$ cat src/rtl/fetch_unit_pkg.sv
// Shared types and constants for the instruction fetch unit.
// Holds the fetch FSM state encoding, opcode field bounds and address width.
package fetch_unit_pkg;

    localparam int ADDR_W  = 16;
    localparam int INSTR_W = 16;
    localparam int OPC_MSB = 15;
    localparam int OPC_LSB = 12;

    typedef enum logic [1:0] {
        FETCH_HI = 2'd0,
        FETCH_LO = 2'd1,
        HOLD     = 2'd2
    } fetch_state_e;

endpackage

$ cat src/rtl/fetch_unit_if.sv
// Fetch unit bus: byte-wide instruction memory read port plus the held-instruction
// handshake towards decode. master = fetch unit side, slave = memory/decode side.
interface fetch_unit_if;
    import fetch_unit_pkg::*;

    logic                     mem_req;
    logic [ADDR_W-1:0]        mem_addr;
    logic [7:0]               mem_rdata;
    logic                     mem_ready;
    logic [INSTR_W-1:0]       instr;
    logic [OPC_MSB-OPC_LSB:0] opcode;
    logic                     instr_valid;
    logic                     instr_ack;
    logic [ADDR_W-1:0]        pc_out;
    logic                     jump_en;
    logic [ADDR_W-1:0]        jump_target;

    modport master (
        output mem_req, mem_addr, instr, opcode, instr_valid, pc_out,
        input  mem_rdata, mem_ready, instr_ack, jump_en, jump_target
    );

    modport slave (
        input  mem_req, mem_addr, instr, opcode, instr_valid, pc_out,
        output mem_rdata, mem_ready, instr_ack, jump_en, jump_target
    );

endinterface

$ cat src/rtl/fetch_unit.sv
// Two-byte instruction fetch: high byte at pc, low byte at pc+1, then hold until acked.
// Latency 2 cycles to instr_valid with memory always ready; stalls on mem_ready=0 and instr_ack=0.
module fetch_unit
    import fetch_unit_pkg::*;
#(
    parameter logic [ADDR_W-1:0] RESET_PC = 16'h0000
) (
    input logic          clk,
    input logic          rst,
    fetch_unit_if.master bus
);

    fetch_state_e       state_q, state_d;
    logic [ADDR_W-1:0]  pc_q, pc_d;
    logic [INSTR_W-1:0] instr_q, instr_d;
    logic               valid_q, valid_d;

    always_comb begin
        state_d = state_q;
        pc_d    = pc_q;
        instr_d = instr_q;
        valid_d = valid_q;
        case (state_q)
            FETCH_HI: begin
                if (bus.mem_ready) begin
                    instr_d[15:8] = bus.mem_rdata;
                    state_d       = FETCH_LO;
                end
            end
            FETCH_LO: begin
                if (bus.mem_ready) begin
                    instr_d[7:0] = bus.mem_rdata;
                    valid_d      = 1'b1;
                    state_d      = HOLD;
                end
            end
            HOLD: begin
                // Redirect or advance only once decode has taken the instruction.
                if (bus.instr_ack) begin
                    pc_d    = bus.jump_en ? bus.jump_target : pc_q + ADDR_W'(2);
                    valid_d = 1'b0;
                    state_d = FETCH_HI;
                end
            end
            default: begin
                valid_d = 1'b0;
                state_d = FETCH_HI;
            end
        endcase
    end

    always_ff @(posedge clk) begin
        if (rst) begin
            state_q <= FETCH_HI;
            pc_q    <= RESET_PC;
            instr_q <= '0;
            valid_q <= 1'b0;
        end else begin
            state_q <= state_d;
            pc_q    <= pc_d;
            instr_q <= instr_d;
            valid_q <= valid_d;
        end
    end

    // No read is issued while reset is asserted, even though the state reads FETCH_HI.
    assign bus.mem_req     = ~rst & (state_q != HOLD);
    assign bus.mem_addr    = (state_q == FETCH_LO) ? pc_q + ADDR_W'(1) : pc_q;
    assign bus.instr       = instr_q;
    assign bus.opcode      = instr_q[OPC_MSB:OPC_LSB];
    assign bus.instr_valid = valid_q;
    assign bus.pc_out      = pc_q;

endmodule

$ cat src/flat_wrapper.sv
// flat-port wrapper written by rule: the top's interface ports become plain ports
module fetch_unit_flat import fetch_unit_pkg::*;
#(
    parameter logic [ADDR_W-1:0] RESET_PC = 16'h0000
)
  (clk, rst, bus_mem_req, bus_mem_addr, bus_instr, bus_opcode, bus_instr_valid, bus_pc_out, bus_mem_rdata, bus_mem_ready, bus_instr_ack, bus_jump_en, bus_jump_target);
  fetch_unit_if bus_i ();
  input logic clk;
  input logic rst;
  output wire logic [$bits(bus_i.mem_req)-1:0] bus_mem_req;
  output wire logic [$bits(bus_i.mem_addr)-1:0] bus_mem_addr;
  output wire logic [$bits(bus_i.instr)-1:0] bus_instr;
  output wire logic [$bits(bus_i.opcode)-1:0] bus_opcode;
  output wire logic [$bits(bus_i.instr_valid)-1:0] bus_instr_valid;
  output wire logic [$bits(bus_i.pc_out)-1:0] bus_pc_out;
  input wire logic [$bits(bus_i.mem_rdata)-1:0] bus_mem_rdata;
  input wire logic [$bits(bus_i.mem_ready)-1:0] bus_mem_ready;
  input wire logic [$bits(bus_i.instr_ack)-1:0] bus_instr_ack;
  input wire logic [$bits(bus_i.jump_en)-1:0] bus_jump_en;
  input wire logic [$bits(bus_i.jump_target)-1:0] bus_jump_target;
  assign bus_mem_req = bus_i.mem_req;
  assign bus_mem_addr = bus_i.mem_addr;
  assign bus_instr = bus_i.instr;
  assign bus_opcode = bus_i.opcode;
  assign bus_instr_valid = bus_i.instr_valid;
  assign bus_pc_out = bus_i.pc_out;
  assign bus_i.mem_rdata = bus_mem_rdata;
  assign bus_i.mem_ready = bus_mem_ready;
  assign bus_i.instr_ack = bus_instr_ack;
  assign bus_i.jump_en = bus_jump_en;
  assign bus_i.jump_target = bus_jump_target;
  fetch_unit #(.RESET_PC(RESET_PC)) u_core (.clk(clk), .rst(rst), .bus(bus_i));
endmodule
$ cat config.mk
export PLATFORM = sky130hd
export DESIGN_NAME = fetch_unit_flat
export DESIGN_NICKNAME = d
export VERILOG_FILES = /design/src/rtl/fetch_unit_pkg.sv /design/src/rtl/fetch_unit_if.sv /design/src/rtl/fetch_unit.sv /design/src/flat_wrapper.sv
export SDC_FILE = /design/constraint.sdc
export NUM_CORES = 1
export LEC_CHECK = 0
export BUFFER_PORTS_ARGS = -buffer_cell sky130_fd_sc_hd__buf_4
export CAP_MARGIN = 25
export CORE_AREA = 5 5 94 61
export CTS_CLUSTER_SIZE = 14
export DETAILED_ROUTE_END_ITERATION = 7
export DIE_AREA = 0 0 99 66
export PLACE_DENSITY = 0.68
export SLEW_MARGIN = 20
export SYNTH_ARGS = -nofsm -noshare
export SYNTH_HDL_FRONTEND = slang
export SYNTH_SLANG_ARGS = --single-unit
$ cat constraint.sdc
create_clock -name clk -period 1.7 [get_ports clk]
set_input_delay 0.085 -clock clk [delete_from_list [all_inputs] [get_ports clk]]
set_output_delay 0.085 -clock clk [all_outputs]
set_load 0.1 [all_outputs]
# Word level (Yosys, flattened, before mapping)
# Cells that the tools add are included.
classes:
  n_reduce_logical: 6
  eq_ne: 6
  n_bitwise: 3
  mux: 9
  addsub: 2
op_table:
  columns: ["operator", "n"]
  rows:
  - ["16-bit 2-to-1 mux", 2]
  - ["16-bit by 1-bit adder with 16-bit output (second input constant)", 1]
  - ["16-bit by 2-bit adder with 16-bit output (second input constant)", 1]
  - ["2-bit != test (second input constant)", 4]
  - ["2-bit 2-to-1 mux", 3]
  - ["2-bit one-hot mux with 3 select lines", 1]
  - ["2-bit AND reduction", 3]
  - ["3-bit AND reduction", 2]
  - ["1-bit one-hot mux with 3 select lines", 1]
  - ["2-bit by 1-bit equality test with 1-bit output (second input constant)", 1]
  - ["2-bit equality test (second input constant)", 1]
  - ["2-bit logical NOT", 1]
  - ["1-bit 2-to-1 mux", 2]
  - ["1-bit inverter", 2]
  - ["1-bit AND", 1]
totals:
  out_inout_bits: 54
  elab_cells: 31
  regBits: 35
  inputBits: 29

# Logic depth before layout (Yosys ltp)
# Gate-level depths: netlist of run 1.
depth:
  ltp_word: 3
  mapped_depth: 6

# Least setup slack after synthesis of run 1
# Ideal clock, no wire load.
synth_timing:
  path_kind: "register to output"
  startpoint: "reg u_core.pc_q[1], in the netlist u_core.bus.pc_out[1]"
  endpoint: "out bus_mem_addr[15]"
  path_buffers: 0
  setup_slack_ns: -2.125
  required_ns: 1.615
  stages_incl_launch_ff: 6
  t_arrival_ns: 3.740
  path_cell_list: "dfxtp_1 -> ha_1 -> nand4_1 -> nor4_1 -> nand3_1 -> xnor2_1"
synth_via:
  elab_chain_cells: 2
synth_rtl:
  columns: ["element", "line_no", "rtl"]
  rows:
  - ["start: declaration", "fetch_unit.sv:14", "logic [ADDR_W-1:0] pc_q, pc_d;"]
  - ["start signal: assignment", "fetch_unit.sv:60", "pc_q <= pc_d;"]
  - ["16-bit by 1-bit adder with 16-bit output", "fetch_unit.sv:68", "assign bus.mem_addr = (state_q == FETCH_LO) ? pc_q + ADDR_W'(1) : pc_q;"]
  - ["16-bit 2-to-1 mux", "fetch_unit.sv:68", null]
  - ["end: declaration", "flat_wrapper.sv:11", "output wire logic [$bits(bus_i.mem_addr)-1:0] bus_mem_addr;"]
# No other way between the ends.

# Worst setup path in the final report of run 1
layout_timing:
  startpoint: "reg u_core.pc_q[4], in the netlist u_core.bus.pc_out[4]"
  endpoint: "out bus_mem_addr[12]"
# The elaborated chain is that of the path after synthesis.

==> results by stage, run 1 <==
STA:
- The post-layout worst setup margin is -0.190 ns.
- Setup violations remaining at the end of the flow were counted as 12.
- The worst hold slack across all endpoints is ~0.046 ns.
- The post-route clock skew is 0.00606 ns.
- Setup repair after global routing could not meet its margin everywhere.
- The top achievable clock speed is between 500 and 600 MHz.
- Dividing the final minimum period by the clock period gives 1.11.
- Headroom to the max-slew limit came out at 0.730.
- For the finished layout, the period the worst path requires is 1.89 ns.
- In the final timing run, aggregate negative setup slack is -1.23 ns.
- The number of pins with negative max-slew slack in the final report is 0.
- The final count of hold timing violations came to 0.
- The actual transition at the worst max-transition pin is between 0.4 and 0.5 ns.

Die:
- The floorplan step defined a die boundary enclosing between 0.006 and 0.007 mm2.
- From left edge to right edge, the die measures just under 100 um.
- The floorplan row count is 20.
- The number of I/O pins is 83.
- The placeable core region is slightly below 0.005 mm2.
- The floorplan step set the die height to between 60 and 70 um.
- The initial utilization of the core area, before any placement, comes to 0.415.

Hold path:
- The type of the worst min-delay path is input port to flop.
- The number of cells on the worst hold path is 3.

Logic synthesis:
- The number of nets produced by synthesis is 283.
- The fraction of the yosys area taken by sequential cells is 0.350.
- The synthesized design contains 0 enable-type register cells.
- The Yosys step of the flow raised 0 warnings.
- The flop and latch count out of synthesis is 35.
- The top cell type by total area after synthesis is sky130_fd_sc_hd__dfxtp_1.
- The cell count after synthesis is 252.
- After synthesis, the netlist uses 43 different library cells.
- The share of synthesized area in the top cell type comes to 0.350.
- The share of async-settable or async-resettable flops after synthesis is 0.
- For this run, the leading register cell type out of synthesis is sky130_fd_sc_hd__dfxtp_1.
- After synthesis, the mean cell area works out to slightly below 8 um2.
- The post-synth design cell area is 0.00200 mm2.
- Ranked by total cell area, the synthesized netlist is headed by sky130_fd_sc_hd__dfxtp_1 35%, sky130_fd_sc_hd__nand2_1 6.0%, sky130_fd_sc_hd__mux2i_1 5.5%.

Routing:
- The pre-antenna-repair detailed-routing pass consisted of 5 iterations.
- The wire length after detailed routing is roughly 7.4 mm.
- The detail-routed net length per standard cell is 17.2 um.
- For this block, the via count after detailed routing is about 2,300.
- For this run, design rule violations remaining after detail routing come to 0.
- The via density per instance is around 5.5.
- The initial detailed-routing violation count is approximately 160.
- The detail route stage leaves a number of antenna-violating nets equal to 0.

GRT:
- The maximum number of pins on one net before global-route repair is 35.
- The number of antenna violations at the first check in global routing is 0.
- The via count of the first global-routing pass was ~2,300.
- The global-route total usage across every layer is 0.225.
- Summed over all layers, the global routing overflow is 0.
- The first global-routing pass estimated ~12 mm of wire.

Clocking:
- The root buffer cell is sky130_fd_sc_hd__clkbuf_8.
- After clock tree synthesis, the flow added hold-fix buffers numbering 0.
- No sink is reached through more buffers than the 2 on the longest clock path.
- After clock tree synthesis, the clock-pin slew on the worst setup and hold paths is 0.08 ns.
- In this run the number of H-tree levels came out at 2.
- The TritonCTS buffer count is 5.
- The CTS tree is built.
- The later pin in the worst-skew pair is clocked with a latency of 0.29 ns.
- Clock tree synthesis found a total of 35 sinks.

Critical path:
- The critical path capture point type is a primary output.
- Data on the critical path is required at its endpoint by around 1.6 ns.
- The worst setup path is launched from a flop.
- The setup path with the least slack is of type flop to primary output.
- In this run the worst path has a maximum fanout of 4.
- The number of cells on the worst reg-to-reg path is 7.
- Data on the critical path arrives at its endpoint at between 1.5 and 2 ns.

Run:
- Across the run, the number of max-cap violations was 0.

Placed design:
- The post-detailed-placement half-perimeter wirelength is around 5.2 mm.
- The number of placed cells counting well taps is 407.
- The weighted congestion reported at the end of routability-driven placement is 0.863.
- In this run the tool buffered the top-level ports with ~80 buffer cells.
- OpenSTA, run right after detailed placement, puts the worst setup slack at -0.0440 ns.

Power and ir drop:
- The overall power of the completed layout is 0.00224 W.
- The leakage component of the power is roughly 1.6 nW.
- Power spread over the standard cell area amounts to 596 mW/mm2.
- The maximum resistive drop on vdd is a little under 0.0004 V.

Cells and area:
- The final net count is 393.
- The fraction of final layout cells with drive strength greater than 1 is 0.554.
- The library cell used most frequently in the layout, excluding fill and tap cells, is sky130_fd_sc_hd__buf_4.
- The repair_antennas step left the layout with diodes totalling 0.
- The finished layout holds ~430 standard cells, fillers aside.
- The area added between synthesis and finish is 87.3%.
- Leaving out fill and tap cells, the most frequent cells in the layout are 106 x sky130_fd_sc_hd__buf_4, 29 x sky130_fd_sc_hd__nand2_1, 18 x sky130_fd_sc_hd__dfxtp_1.

Status:
- The flow ran to the end, but the final reports show violations.
- The final reports fail on negative setup slack.
area by class of cell:
class	instances	area (um2)
Multi-Input combinational cell	188	1630
Timing Repair Buffer	128	1180
Fill cell	311	1070
Sequential cell	35	754
Tap cell	66	82.6
Clock buffer	5	68.8
Clock inverter	3	17.5
Inverter	4	15.0
worst paths after layout:
kind                    startpoint                     to  slack, ns
min               bus_mem_rdata[3]   u_core.bus.instr[11]       0.05
max reg2reg  u_core.bus.pc_out[10]  u_core.bus.pc_out[14]       0.09
min reg2reg    u_core.bus.instr[2]    u_core.bus.instr[2]       0.46
max           u_core.bus.pc_out[4]       bus_mem_addr[12]      -0.19
metal layers:
metal | up-vias | part of all wire | track usage
li1 | 1106 | - | -
met1 | 1128 | 0.45 | 0.313
met2 | 102 | 0.47 | 0.354
met3 | 6 | 0.078 | 0.0622
met4 | 0 | 0.0065 | 0.0409
met5 | - | 0 | 0
cell families after synthesis:
logic type,share of synthesized area
multiplexers,0.0606
buffers and inverters,0.0743
XOR/XNOR,0.0699
AND/OR/NAND/NOR,0.280
AO/OA/AOI/OAI,0.154
flip-flops,0.350
adder cells (fa/ha/maj),0.0125
state kept, by name (all words and copies together) (netlist names):
name and count:
u_core.state_q 2, u_core.bus.pc_out 16, u_core.bus.instr_valid 1, u_core.bus.instr 16
critical path, stage by stage (launching register included):
cell                      delay [ns]
sky130_fd_sc_hd__dfxtp_4        0.38
sky130_fd_sc_hd__and3_4         0.24
sky130_fd_sc_hd__nand4_4        0.16
sky130_fd_sc_hd__buf_12         0.18
sky130_fd_sc_hd__nor3_4         0.19
sky130_fd_sc_hd__xor2_4         0.18
sky130_fd_sc_hd__buf_12         0.19
timing repair:
item	CTS	global route
endpoints found under the setup margin	15	19
setup buffers	10	6
resized for setup	50	21
pin swaps	13	12
gates cloned	0	0
metrics by stage:
stage                util  cell area, um2
floorplan               -            2450
global placement    0.672            3240
detailed placement  0.672            3240
CTS                 0.751            3630
global route        0.777            3750
finish              0.777            3750
cell usage after synthesis, drive strengths merged (3+ instances only):
cell	instances
xnor2	8
mux2i	11
nor3	12
inv	3
o31ai	3
nor2	21
dfxtp	35
a32o	3
nand4	4
xor2	8
o21ai	6
nor4	5
nand2	32
or3	4
a31oi	7
buf	16
and3	4
nand3	22
a21oi	15
clkbuf	9
report_power, final:
part	total [W]	internal [W]	switching, W
registers	0.000863	0.000838	0.0000245
logic	0.000761	0.000224	0.000538
clock network	0.000615	0.000288	0.000328
No activity file was read; power rests on OpenSTA's default activity.
==> run 2: changes to the inputs <==
--- a/config.mk
+++ b/config.mk
@@ -7,10 +7,10 @@
 export LEC_CHECK = 0
 export BUFFER_PORTS_ARGS = -buffer_cell sky130_fd_sc_hd__buf_4
 export CAP_MARGIN = 25
-export CORE_AREA = 5 5 94 61
+export CORE_AREA = 5 5 74 76
 export CTS_CLUSTER_SIZE = 14
 export DETAILED_ROUTE_END_ITERATION = 7
-export DIE_AREA = 0 0 99 66
+export DIE_AREA = 0 0 79 81
 export PLACE_DENSITY = 0.68
 export SLEW_MARGIN = 20
 export SYNTH_ARGS = -nofsm -noshare
==> constraint.sdc (replaced) <==
create_clock -name clk -period 2.35 [get_ports clk]
set_input_delay 0.1175 -clock clk [delete_from_list [all_inputs] [get_ports clk]]
set_output_delay 0.1175 -clock clk [all_outputs]
set_load 0.1 [all_outputs]
==> run 2 against run 1 <==
Setup slack better by 0.33 ns. Largest power group unchanged. Design area down 22%. Critical path depth unchanged. Clock skew down 0.0031 ns. Highest routed layer unchanged. Sequential cell count unchanged. Global-route usage down 3.0 points. Wire length down 19%. The run now ends clean.
==> results by stage, run 2 (synthesis gave the netlist of run 1 again) <==
Status:
- The run finished with clean final reports.

STA:
- Dividing the final minimum period by the clock period gives 0.941.
- The final count of hold timing violations is 0 (unchanged).
- The post-route clock skew is 0.00296 ns (-0.00310 ns).
- The worst hold slack across all endpoints was 0.0778 ns (+0.0320 ns).
- The final number of setup-violating endpoints is 0 (-12).
- The actual transition at the worst max-transition pin is 0.470 ns (+0.0701 ns).
- The setup TNS is 0 ns (+1.23 ns).
- For the finished layout, the period the worst path requires is between 2 and 2.5 ns.
- Setup repair after global routing could not meet its margin everywhere.
- The number of pins with negative max-slew slack in the final report is 0 (unchanged).
- The worst slew slack as a fraction of its limit came to 0.684 (-0.0462).
- The top achievable clock speed is roughly 450 MHz.

GRT:
- The global-route wire length before repair is 9.89 mm (-16%).
- The number of antenna violations at the first check in global routing is 0 (unchanged).
- The global-route total usage across every layer is 0.195 (-0.0304).
- The overall overflow remaining after global route is 0 (unchanged).
- The maximum number of pins on one net before global-route repair came to 35 (unchanged).
- The via count of the first global-routing pass is 2,054 (-12%).

Critical path:
- The critical path capture point type is a primary output.
- The critical path's largest stage delay is 0.46 ns (+0.08 ns).
- On the critical path, the stage with the largest delay is an instance of sky130_fd_sc_hd__dfxtp_2.
- The startpoint type of the worst setup path is a flop.
- The data arrival time of the critical path is 2.09 ns (+0.29 ns).
- The kind of cell with the highest combined delay along the critical path is simple AND/OR/NAND/NOR gates.
- The required time at the endpoint of the critical path is 2.23 ns (+0.61 ns).
- The buffers plus inverters on the worst setup path is 2 (unchanged).
- The worst setup path is of the flop to primary output kind.
- The most prevalent standard cell on the critical path is sky130_fd_sc_hd__buf_4.
- Traced cell by cell, the critical path runs through and3_1 > nand4_4 > nor3_1 > buf_4 > xor2_4 > buf_4.
- The worst-path maximum fanout is 12 (+8).

Run:
- The number of maximum-capacitance constraint violations is 0 (unchanged).

Clocking:
- The CTS tree is built.
- The TritonCTS buffer count was 5 (unchanged).
- The number of buffers inserted by hold repair at cts is 0 (unchanged).
- The root buffer cell is sky130_fd_sc_hd__clkbuf_8.
- The later-pin clock latency in the skew report came to 0.28 ns (about the same).
- The total number of clock tree sinks is 35 (unchanged).
- The H-tree depth came to 2 (unchanged).
- The setup fix buffers added after clock tree synthesis is 0 (-10).
- The clock transition at the registers of the reported paths came to 0.07 ns (about the same).
- The maximum clock insertion buffer count was 2 (unchanged).

Routing:
- The wire length after detailed routing came to 5.95 mm (-19%).
- The number of search-and-repair iterations in the first detailed-routing pass is 4 (-1).
- The via count of the routed design is 2,079 (-11%).
- The initial detailed-routing violation count is 166 (+2.5%).
- The DRC violations left is 0 (unchanged).
- The number of antenna-violating nets in the routed design is 0 (unchanged).
- The detail-routed net length per standard cell was 15.8 um (-8.5%).
- The via density per instance is 5.50 (+0.75%).

Die:
- The number of I/O pins is 83 (unchanged).
- The full die area came to 0.00640 mm2 (-2.1%).
- The placeable core region is 0.00466 mm2 (-3.5%).
- The starting density of the core is 0.430 (+0.0150).
- The die outline width is 79 um (-20%).
- The vertical die dimension is 81 um (+23%).
- The floorplan row count is 25 (+25%).

Cells and area:
- The number of fill cells was 417 (+34%).
- The final core utilization was 0.630 (-0.148).
- The final net count came to 354 (-9.9%).
- The fraction of final layout cells with drive strength greater than 1 is 0.410 (-0.143).
- The most common cell after layout, fill and taps aside is sky130_fd_sc_hd__buf_4.
- In the layout the commonest cells are 87 x sky130_fd_sc_hd__buf_4, 32 x sky130_fd_sc_hd__nand2_1, 21 x sky130_fd_sc_hd__nand3_1, 21 x sky130_fd_sc_hd__nor2_1, 20 x sky130_fd_sc_hd__dfxtp_1.
- The area added between synthesis and finish is 46.4%.
- The number of antenna repair diodes is 0 (unchanged).

Hold path:
- The min-delay analysis places its worst path in the category input port to flop.

Placed design:
- The weighted congestion reported at the end of routability-driven placement came to 0.824 (-4.4%).
- The count of input and output buffers was 82 (unchanged).
- The post-detailed-placement half-perimeter wirelength was 4.44 mm (-15%).

Power and ir drop:
- The clock share of power is 0.289 (+0.014).
- The fraction of power consumed by sequential logic is 0.407 (+0.022).
- The total power per unit cell area is 537 mW/mm2 (-10%).
- The switching share of total power is 0.382 (-0.0157).
- The maximum resistive drop on vdd came to 0.000327 V (-15%).
- The design internal power is 0.000974 W (-28%).
- The portion of total power attributed to combinational logic was 0.304 (-0.036).
- The leakage component of the power came to 1.28 nW (-21%).
- The total net switching power is 0.000602 W (-32%).
## run 2: layout make-up
type	count	area, um2	share of cell area
clock inverters	1	5.00	0.00171
well taps	54	67.6	0.0230
multi-input cells	188	1350	0.460
inverters	4	15.0	0.00512
clock buffers	7	86.3	0.0294
flip-flops and latches	35	734	0.250
repair buffers	89	676	0.230
## run 2: timing repair
action | in CTS | in global routing
gates resized for setup | 2 | 4
pin swaps | 0 | 2
endpoints found under the setup margin | 2 | 5
## run 2: layer usage
layer  share of wire  vias to the layer above  global-route usage  wire, um
met4           0.013                        0              0.0687        78
met1            0.40                      968               0.227      2360
met5               0                        -                   0         0
met2            0.50                       73               0.336      2990
li1                -                     1030                   -         -
met3           0.089                        8              0.0632       529
## run 2: tightest hold or removal path, delay by kind of cell
family,cells,cell delay (ns)
buf+inv,1,0.08
simple gates,1,0.07
mux,1,0.06
## run 2: worst paths after layout
check,from,to,slack (ns),cells past startpoint
max,u_core.bus.pc_out[3],bus_mem_addr[12],0.14,6
min,bus_mem_rdata[1],u_core.bus.instr[9],0.08,3
max reg2reg,u_core.bus.pc_out[9],u_core.bus.pc_out[14],0.63,4
min reg2reg,u_core.bus.instr[5],u_core.bus.instr[5],0.46,2
## run 2: power groups by stage
| stage | Combinational [W] | Sequential [W] | Clock, W |
|---|---|---|---|
| 2_1_floorplan | 0.000224 | 0.000805 | 0 |
| 3_3_place_gp | 0.000479 | 0.000654 | 0 |
| 4_1_cts | 0.000483 | 0.000642 | 0.000468 |
| 5_1_grt | 0.000502 | 0.000647 | 0.000492 |
| 3_5_place_dp | 0.000481 | 0.000655 | 0 |
| 6_report | 0.000479 | 0.000642 | 0.000455 |
## run 2: through the flow
| step | power, W | setup WS, ns | cells | area (um2) |
|---|---|---|---|---|
| final | 0.00158 | 0.139 | 378 | 2940 |
| after global routing | 0.00164 | -0.00642 | 378 | 2940 |
| after CTS | 0.00159 | 0.0433 | 378 | 2920 |
| after detailed placement | 0.00114 | 0.301 | 370 | 2820 |
| after global placement | 0.00113 | 0.365 | 370 | 2820 |
| after floorplan | 0.00103 | -0.182 | 252 | 2220 |
